$ cat src/rtl/mmio_timer_tube.sv
// mmio_timer_tube: bus-mapped auto-reload timer, 4-digit hex 7-segment scanner and,
// when SYSTICK_EN is defined, a free-running tick counter at offset 0x14.
module mmio_timer_tube #(
    parameter logic [31:0] BASE_ADDR = 32'h4000_0000,
    parameter int SCAN_DIV = 100000
) (
    input  logic        clk,
    input  logic        reset,
    input  logic        MemRead,
    input  logic        MemWrite,
    input  logic [31:0] Address,
    input  logic [31:0] Write_data,
    output logic [31:0] Read_data,
    output logic        irq,
    output logic [3:0]  Tube_display,
    output logic [7:0]  Tube_segment
);
    localparam int CW = $clog2(SCAN_DIV);
    localparam logic [7:0] HEX_SEG [16] = '{
        8'hC0, 8'hF9, 8'hA4, 8'hB0, 8'h99, 8'h92, 8'h82, 8'hF8,
        8'h80, 8'h90, 8'h88, 8'h83, 8'hC6, 8'hA1, 8'h86, 8'h8E
    };
    logic        hit;
    logic [2:0]  off;
    logic        wrTh, wrTl, wrTcon, wrDigits, wrap;
    logic [31:0] th, tl;
    logic [2:0]  tcon;
    logic [15:0] digits;
    logic [CW-1:0] scanCnt;
    logic [1:0]  idx;
    logic [3:0]  nibble;
    logic        unusedAddrBits;
    assign hit      = Address[31:5] == BASE_ADDR[31:5];
    assign off      = Address[4:2];
    assign wrTh     = MemWrite && hit && off == 3'd0;
    assign wrTl     = MemWrite && hit && off == 3'd1;
    assign wrTcon   = MemWrite && hit && off == 3'd2;
    assign wrDigits = MemWrite && hit && off == 3'd4;
    assign wrap     = tcon[0] && tl == 32'hFFFF_FFFF;
    assign unusedAddrBits = ^Address[1:0];
    // Bus writes take precedence over the timer's own update of the same register.
    always_ff @(posedge clk or negedge reset) begin
        if (!reset) begin
            th   <= '0;
            tl   <= '0;
            tcon <= '0;
        end else begin
            if (wrTh) th <= Write_data;
            if (wrTl) tl <= Write_data;
            else if (wrap) tl <= th;
            else if (tcon[0]) tl <= tl + 32'd1;
            if (wrTcon) tcon <= Write_data[2:0];
            else if (wrap && tcon[1]) tcon[2] <= 1'b1;
        end
    end
    always_ff @(posedge clk or negedge reset) begin
        if (!reset) begin
            digits  <= '0;
            scanCnt <= '0;
            idx     <= '0;
        end else begin
            if (wrDigits) digits <= Write_data[15:0];
            if (scanCnt == CW'(SCAN_DIV - 1)) begin
                scanCnt <= '0;
                idx     <= idx + 2'd1;
            end else begin
                scanCnt <= scanCnt + 1'b1;
            end
        end
    end
`ifdef SYSTICK_EN
    logic [31:0] sysTick;
    always_ff @(posedge clk or negedge reset) begin
        if (!reset) sysTick <= '0;
        else sysTick <= (MemWrite && hit && off == 3'd5) ? Write_data : sysTick + 32'd1;
    end
`endif
    always_comb begin
        Read_data = '0;
        if (MemRead && hit)
            case (off)
                3'd0: Read_data = th;
                3'd1: Read_data = tl;
                3'd2: Read_data = {29'd0, tcon};
                3'd4: Read_data = {16'd0, digits};
`ifdef SYSTICK_EN
                3'd5: Read_data = sysTick;
`endif
                default: Read_data = '0;
            endcase
    end
    assign irq          = tcon[2];
    assign nibble       = digits[{idx, 2'b00} +: 4];
    assign Tube_display = ~(4'b0001 << idx);
    assign Tube_segment = HEX_SEG[nibble];
endmodule

$ cat config.mk
export PLATFORM = sky130hd
export DESIGN_NAME = mmio_timer_tube
export DESIGN_NICKNAME = d
export VERILOG_FILES = /design/src/rtl/mmio_timer_tube.sv
export SDC_FILE = /design/constraint.sdc
export NUM_CORES = 1
export LEC_CHECK = 0
export CORE_MARGIN = 2
export CORE_UTILIZATION = 40
export DETAILED_ROUTE_END_ITERATION = 8
export GPL_ROUTABILITY_DRIVEN = 1
export GPL_TIMING_DRIVEN = 0
export SYNTH_ARGS = -nofsm -noshare
export SYNTH_HDL_FRONTEND = slang
export SYNTH_SLANG_ARGS = --single-unit
$ cat constraint.sdc
create_clock -name clk -period 6.55 [get_ports clk]
set_clock_uncertainty 0.1 [all_clocks]
set_input_delay 0.9825 -clock clk [delete_from_list [all_inputs] [get_ports clk]]
set_output_delay 0.9825 -clock clk [all_outputs]
set_load 0.005 [all_outputs]
### Word-level counts from Yosys, hierarchy flattened

Memories as Yosys holds them, arrays and structs flattened.
Cells that the tools add are included.

* register bits after elaboration: 102
* memory bits (read-only): 128
* bits of input ports: 68
* output and inout port bits: 45
* logic and storage cells: 43
* memories kept: 1

Memories
* (name not given): words 16, bits a word 8, rd ports 1, clocked after memory_dff 0, wr ports 0, RTL line 95 `assign Tube_segment = HEX_SEG[nibble];`

* $add $sub $neg: 3
* magnitude comparators: 1
* equality and inequality tests: 6
* shift-type cells: 2
* muxes and demuxes: 10
* bitwise operators: 2
* reductions and logical operators: 11

Operator list (number)
* 32-bit 2-to-1 mux: 4
* 32-bit case mux with 4 select lines: 1
* 32-bit by 1-bit adder with 32-bit output (second input constant): 1
* 32-bit == test (second input constant): 1
* 27-bit by 26-bit == test with 1-bit output (second input constant): 1
* 17-bit by 1-bit adder with 17-bit output (second input constant): 1
* 17-bit == test (second input constant): 1
* 17-bit 2-to-1 mux: 1
* 8-bit 2-to-1 mux: 2
* 16-bit by 5-bit variable part select with 4-bit output: 1
* 1-bit logical AND: 8
* 5-bit >= comparator (second input constant): 1
* 4-bit NOT with 5-bit output: 1
* 4-bit NOT: 1
* 1-bit by 2-bit left shift with 4-bit output (first input constant): 1
* 3-bit by 1-bit == test with 1-bit output (second input constant): 1
* 3-bit by 2-bit == test with 1-bit output (second input constant): 1
* 3-bit == test (second input constant): 1
* 3-bit logical NOT: 1
* 3-bit nonzero test: 1
* 2-bit by 1-bit adder with 2-bit output (second input constant): 1
* 1-bit 2-to-1 mux: 2
* 2-bit nonzero test: 1

### Logic depth before layout (Yosys ltp)

Gate-level depths: netlist of run 1.

* word-level depth: 5
* depth in mapped cells: 10
* mapped depth without buffers: 7

### Worst setup path after synthesis of run 1

OpenSTA, ideal clock, no wires.

* path kind: input-to-output
* start point: input Address[15]
* end point: output Read_data[21]
* arrival time: 2392 ps
* data required time: 5467 ps
* slack: 3075 ps
* stages on the path: 7
* path buffers: 2
* cells stage by stage: nor4b_1 and4_1 and2_1 clkbuf_1 o211ai_1 clkbuf_1 nor2_1

* longest elaborated chain between the ends: 3

RTL lines
* start, declared: RTL line 11 `input logic [31:0] Address,`
* 27-bit by 26-bit == test with 1-bit output: RTL line 33 `assign hit = Address[31:5] == BASE_ADDR[31:5];`
* 1-bit logical AND: RTL line 80 `if (MemRead && hit)`
* 32-bit 2-to-1 mux: RTL line 80
* end, declared: RTL line 13 `output logic [31:0] Read_data,`

No other way between the ends.

### Final worst setup path of run 1

* start point: input Address[4]
* end point: output Read_data[24]

* longest elaborated chain between the ends: 3
* elaborated cells on any way between the ends: 6
* those cells by class: 3 x eq/ne; 2 x mux; 1 x reduce/logical

RTL lines
* 3-bit == test, or another cell as far along: RTL line 81 `case (off)`
* 32-bit case mux with 4 select lines *: RTL line 81
* 32-bit 2-to-1 mux *: RTL line 80

Mark *: on every way between the ends. The rest lies on a longest branch, timed or not.

==> results of run 1 <==
==> sequential cells by signal, indices dropped and copies added, names as in the netlist <==
signal   flops
scanCnt     17
idx          2
th          32
tl          32
digits      16
tcon         3
==> cells by family after synthesis <==
| logic type | count (synthesis) |
|---|---|
| mux | 77 |
| fa+ha+maj | 12 |
| other cells | 1 |
| compound gates | 126 |
| flops | 102 |
| buf+inv | 55 |
| xor+xnor | 33 |
| simple gates | 247 |
==> through the flow <==
| stage | cell area [sq um] | cells | hold WS (ps) | power (mW) |
|---|---|---|---|---|
| floorplan | 6208 | 653 | 352.5 | 0.6590 |
| global placement | 7515 | 948 | 370.8 | 0.7212 |
| detailed placement | 7540 | 949 | 379.0 | 0.7239 |
| CTS | 7841 | 965 | 393.6 | 1.276 |
| global route | 7841 | 965 | 410.6 | 1.297 |
| finish | 7841 | 965 | 392.2 | 1.263 |
==> report_power, final <==
| group | total (mW) | internal, mW | switching [mW] | leakage (nW) |
|---|---|---|---|---|
| combinational | 0.0819 | 0.0424 | 0.0395 | 1.83 |
| sequential | 0.630 | 0.630 | 0.0000265 | 1.29 |
| clock | 0.551 | 0.316 | 0.236 | 0.152 |
==> layer usage <==
layer | wire [um] | up-vias | global-route usage, %
met4 | 448 | 0 | 8.951
met5 | 0 | - | 0
met3 | 1432 | 29 | 4.449
met2 | 8731 | 212 | 36.80
met1 | 8365 | 2791 | 31.21
li1 | - | 2601 | -
==> cells in the final DEF (no fill, tap or decap), types with 4 or more instances in the layout <==
master	n
nand2b_1	10
nor3b_1	5
nor3_1	6
clkbuf_16	9
o21ai_0	16
o31ai_1	5
a31oi_1	14
and3_1	11
nor2_1	93
mux2i_1	19
or3_1	4
clkbuf_1	23
buf_1	4
xor2_1	16
nor4_1	7
and4_1	7
o211ai_1	8
xnor2_1	17
mux2_2	53
nand3_1	22
a22oi_1	16
a21oi_1	31
dfrtp_1	102
nand2_1	49
ha_1	12
inv_1	12
mux4_2	5
a22o_1	4
a21o_1	6
buf_2	9
buf_4	6
clkdlybuf4s50_1	106
nand4_1	14
==> area by class of cell <==
type / count / area, sq um / share of cell area (%)
Clock inverter: 4 / 45.04 / 0.5744
Inverter: 12 / 45.04 / 0.5744
Tap cell: 188 / 235.2 / 3.000
Clock buffer: 12 / 256.5 / 3.271
Multi-Input combinational cell: 496 / 3406 / 43.43
Buffer: 43 / 205.2 / 2.617
Timing Repair Buffer: 108 / 1096 / 13.98
Sequential cell: 102 / 2552 / 32.55
==> worst min-delay path by stage <==
stage,from,to,slack (ps),depth (start not counted)
final,scanCnt[4]$_DFF_PN0_,scanCnt[4]$_DFF_PN0_,390,1
after global routing,scanCnt[4]$_DFF_PN0_,scanCnt[4]$_DFF_PN0_,410,1
after CTS,scanCnt[4]$_DFF_PN0_,scanCnt[4]$_DFF_PN0_,390,1
after detailed placement,scanCnt[4]$_DFF_PN0_,scanCnt[4]$_DFF_PN0_,380,1
after global placement,scanCnt[4]$_DFF_PN0_,scanCnt[4]$_DFF_PN0_,370,1
after floorplan,scanCnt[14]$_DFF_PN0_,scanCnt[14]$_DFF_PN0_,350,1
==> flow_summary.ini, run 1 <==
[synthesis]
synth-xor-area-share_pct = 4.655
synth_edf_count = 0
post-synth-top-count-cell = dfrtp_1
ys.flop_type = dfrtp_1
syn_area_sq_um = 6208
synthTopCellsByCount = dfrtp_1 (102), nor2_1 (93), mux2_2 (53)
syn_inst = 653
synth_simple_gate_area_share_pct = 19.77
syn-num-nets = 733
synth-compound-area-share_pct = 13.46
ys_seq_area_share_pct = 41.11
synth.area.top_cells = dfrtp_1 (41%), mux2_2 (9.6%), nor2_1 (5.6%)
ys_ff_latch = 102
yosysTopAreaCell = dfrtp_1
syn_area_per_cell_sq_um = 9.508
synth_fa_ha_area_share_pct = 2.418
synth_warnings = 0
async_flop_share_pct = 100.0
synth_top_family_by_area = simple AND/OR/NAND/NOR gates
synth_mux_area_share_pct = 14.49
synthDominantCellAreaShare_pct = 41.11
ys_types = 65

[route]
wire_per_inst_um = 19.67
drt-initial-drc-count = 374
via_per_inst = 5.837
remaining_drc_errors = 0
wirelength_um = 18980
drt_first_pass_iters = 5
drtAntennaViolNets = 0
vias = 5633

[cts]
cts_buffer_depth = 2
ctsResizeCount = 0
cts_hold_buffers = 0
cts_made_buffers = 9
cts-root-buf = clkbuf_16
htreeDepth = 3
post-cts-setup-buffers = 0
cts_sinks = 102
clock_latency_ps = 350
cts_tree = yes
clk_pin_slew_worst_paths_ps = 60

[placement]
place_congestion = 0.8507
place_ws_ps = 1531
numPortBuffers = 107
dp_hpwl_um = 13660

[worst_setup_path]
path_max_fanout = 10
critPathKind = primary input to primary output
r2r-end = tl[12]$_DFFE_PN0P_
critPathLaunch = Address[4]
critPathBufInv = 4
r2r_slack_ps = 3870
end_kind = primary output
worst_r2r_path_depth = 9
arrival_ps = 3880
cp.required_ps = 5470
crit_end = Read_data[24]
slowest_delay_ps = 710
slowest_stage = o211ai_1
cp_top_family = buffers and inverters
cp-start-kind = primary input
r2r_start = tcon[0]$_DFFE_PN0P_
crit_top_cell = clkdlybuf4s50_1
crit_chain = clkdlybuf4s50_1, buf_1, a21oi_1, o211ai_1, clkbuf_1, nor2_1, clkdlybuf4s50_1
crit_cells = 7

[cells_and_area]
diodes = 0
final_util_pct = 51.58
layout.nets = 852
layout-drive-gt1-share_pct = 13.38
area.growth.synth_to_final_pct = 26.30
fill_cells = 1433

[job]
drv_cap = 0

[sta]
finalCritPeriodShare_pct = 75.70
period_minus_slack_ps = 4958
clock.fmax_mhz = 201.7
hold_viol_final = 0
finalWorstSetupSlack_ps = 1592
rsz0062_at_grt = no
report.final.slew_viol_count = 0
worstMarginPinSlew_ps = 1184
finalSetupViolations = 0
setup_tns_ps = 0
max_slew_margin_pct = 20.47

[floorplanning]
rows = 45
die_y_um = 128.6
io_pins = 113
die_x_um = 128.6
die_area_sq_um = 16530
core_sq_um = 15200
start_util_pct = 40.84

[power_and_ir_drop]
p_leak_nw = 3.275
power_density_nw_per_um2 = 161.0
ir_drop_uv = 133.3

[status]
status = finished, final reports clean

[grt]
grt_pass1_wl_um = 29410
grt_usage_pct = 23.05
grt_max_degree = 72
overflow = 0
grt_pass1_vias = 5500
antenna_found_initial = 0

[min_path]
min_path_type = flip-flop to flip-flop
(Power assumes the default switching activity.)
==> run 2, diff against run 1 <==
Settings changed: PLACE_DENSITY set to 0.66.
Clock period 6.55 ns to 4.55 ns, I/O delays scaled along.
==> run 2 against run 1 <==
- power increased by 38%
- non-clock buffer count increased by 2
- largest cell class unchanged
- register-to-register slack got worse by 1900 ps
- die area unchanged
- setup slack got worse by 1300 ps
- worst hold slack got worse by 170 ps
- global-route usage about the same
- largest power group unchanged
- clock-buffer cell count decreased by 2
- via count increased by 0.73%
- design area decreased by 0.16%
- wire length decreased by 2.0%
==> flow_summary.ini, run 2 (synthesized netlist as in run 1, its figures left out) <==
[cells_and_area]
layout-drive-gt1-share_pct = 13.62
diodes = 0
area.growth.synth_to_final_pct = 26.10
fill_cells = 1434
layout.nets = 854
final_util_pct = 51.50
top_regs = th (32), tl (32), scanCnt (17)
mostFrequentLayoutCells = clkdlybuf4s50_1 (106), dfrtp_1 (102), nor2_1 (93)
final_common_cell = clkdlybuf4s50_1

[grt]
grt_max_degree = 59
antenna_found_initial = 0
grt_usage_pct = 23.09
grt_pass1_vias = 5746
overflow = 0
grt_pass1_wl_um = 29810

[sta]
setup_tns_ps = 0
report.final.slew_viol_count = 0
worstMarginPinSlew_ps = 1155
period_minus_slack_ps = 4246
clock.fmax_mhz = 235.5
finalSetupViolations = 0
max_slew_margin_pct = 22.37
finalCritPeriodShare_pct = 93.32
rsz0062_at_grt = no
hold_viol_final = 0

[power_and_ir_drop]
p_leak_nw = 3.266
ir_drop_uv = 196.9
power_density_nw_per_um2 = 223.1

[worst_setup_path]
path_max_fanout = 10
arrival_ps = 3460
end_kind = primary output
cp-start-kind = primary input
cp.required_ps = 3770
worst_r2r_path_depth = 9
critPathKind = primary input to primary output

[floorplanning]
die_area_sq_um = 16530
core_sq_um = 15200
die_y_um = 128.6
rows = 45
die_x_um = 128.6
io_pins = 113
start_util_pct = 40.84

[route]
drtAntennaViolNets = 0
remaining_drc_errors = 0
via_per_inst = 5.874
wire_per_inst_um = 19.25
drt_first_pass_iters = 5
vias = 5674
wirelength_um = 18590
drt-initial-drc-count = 495

[cts]
clk_pin_slew_worst_paths_ps = 70
cts_buffer_depth = 2
clock_latency_ps = 350
cts_sinks = 102
cts-root-buf = clkbuf_16
ctsResizeCount = 0
cts_tree = yes
cts_hold_buffers = 0
post-cts-setup-buffers = 0
cts_made_buffers = 9
htreeDepth = 3

[status]
status = finished, final reports clean

[job]
drv_cap = 0

[placement]
place_congestion = 0.8844
numPortBuffers = 107
dp_hpwl_um = 13670

[min_path]
min_path_type = primary input to async pin
-- run 2: critical path, stage by stage --
cell and delay [ps]:
clkdlybuf4s50_1 510, buf_1 510, clkbuf_1 710, mux2i_1 270
nor2_1 60, a21oi_1 130, nor2_1 70, clkdlybuf4s50_1 510
-- run 2: stage by stage --
step | instance area (sq um) | cells | power (mW) | worst slack, ps | hold slack, ps
after global placement | 7515 | 948 | 1.038 | -1185 | 370.7
after detailed placement | 7540 | 949 | 1.042 | 111.1 | 381.3
after global routing | 7829 | 966 | 1.811 | 122.2 | 265.3
after floorplan | 6208 | 653 | 0.9486 | 1675 | 286.9
final | 7829 | 966 | 1.747 | 303.8 | 226.8
after CTS | 7814 | 964 | 1.766 | 102.9 | 236.7
-- run 2: worst paths after layout --
| check | start | end | slack [ps] |
|---|---|---|---|
| max in group asynchronous | reset | th[9]$_DFFE_PN0P_ | 3420 |
| min reg2reg | scanCnt[14]$_DFF_PN0_ | scanCnt[14]$_DFF_PN0_ | 390 |
| min | reset | tl[16]$_DFFE_PN0P_ | 230 |
| max | Address[4] | Read_data[10] | 300 |
| max reg2reg | tcon[0]$_DFFE_PN0P_ | tl[0]$_DFFE_PN0P_ | 1990 |
| min in group clk | scanCnt[14]$_DFF_PN0_ | scanCnt[14]$_DFF_PN0_ | 390 |
-- run 2: cell type report --
class | count | area, sq um | share of cell area [%]
multi-input cells | 496 | 3406 | 43.50
flip-flops and latches | 102 | 2552 | 32.60
repair buffers | 110 | 1111 | 14.19
clock buffers | 10 | 239.0 | 3.053
well taps | 188 | 235.2 | 3.005
plain buffers | 43 | 205.2 | 2.621
inverters | 12 | 45.04 | 0.5754
clock inverters | 5 | 35.03 | 0.4475
-- run 2: metal layers --
metal	vias to the layer above	routed length (um)	GRT usage, %
li1	2595	-	-
met1	2792	7853	29.98
met2	245	8678	37.42
met3	42	1468	4.823
met4	0	593	10.29
met5	-	0	0
-- run 2: report_power, final --
group	switching, mW	internal, mW
registers	0.0000412	0.906
clock network	0.340	0.384
logic	0.0561	0.0610
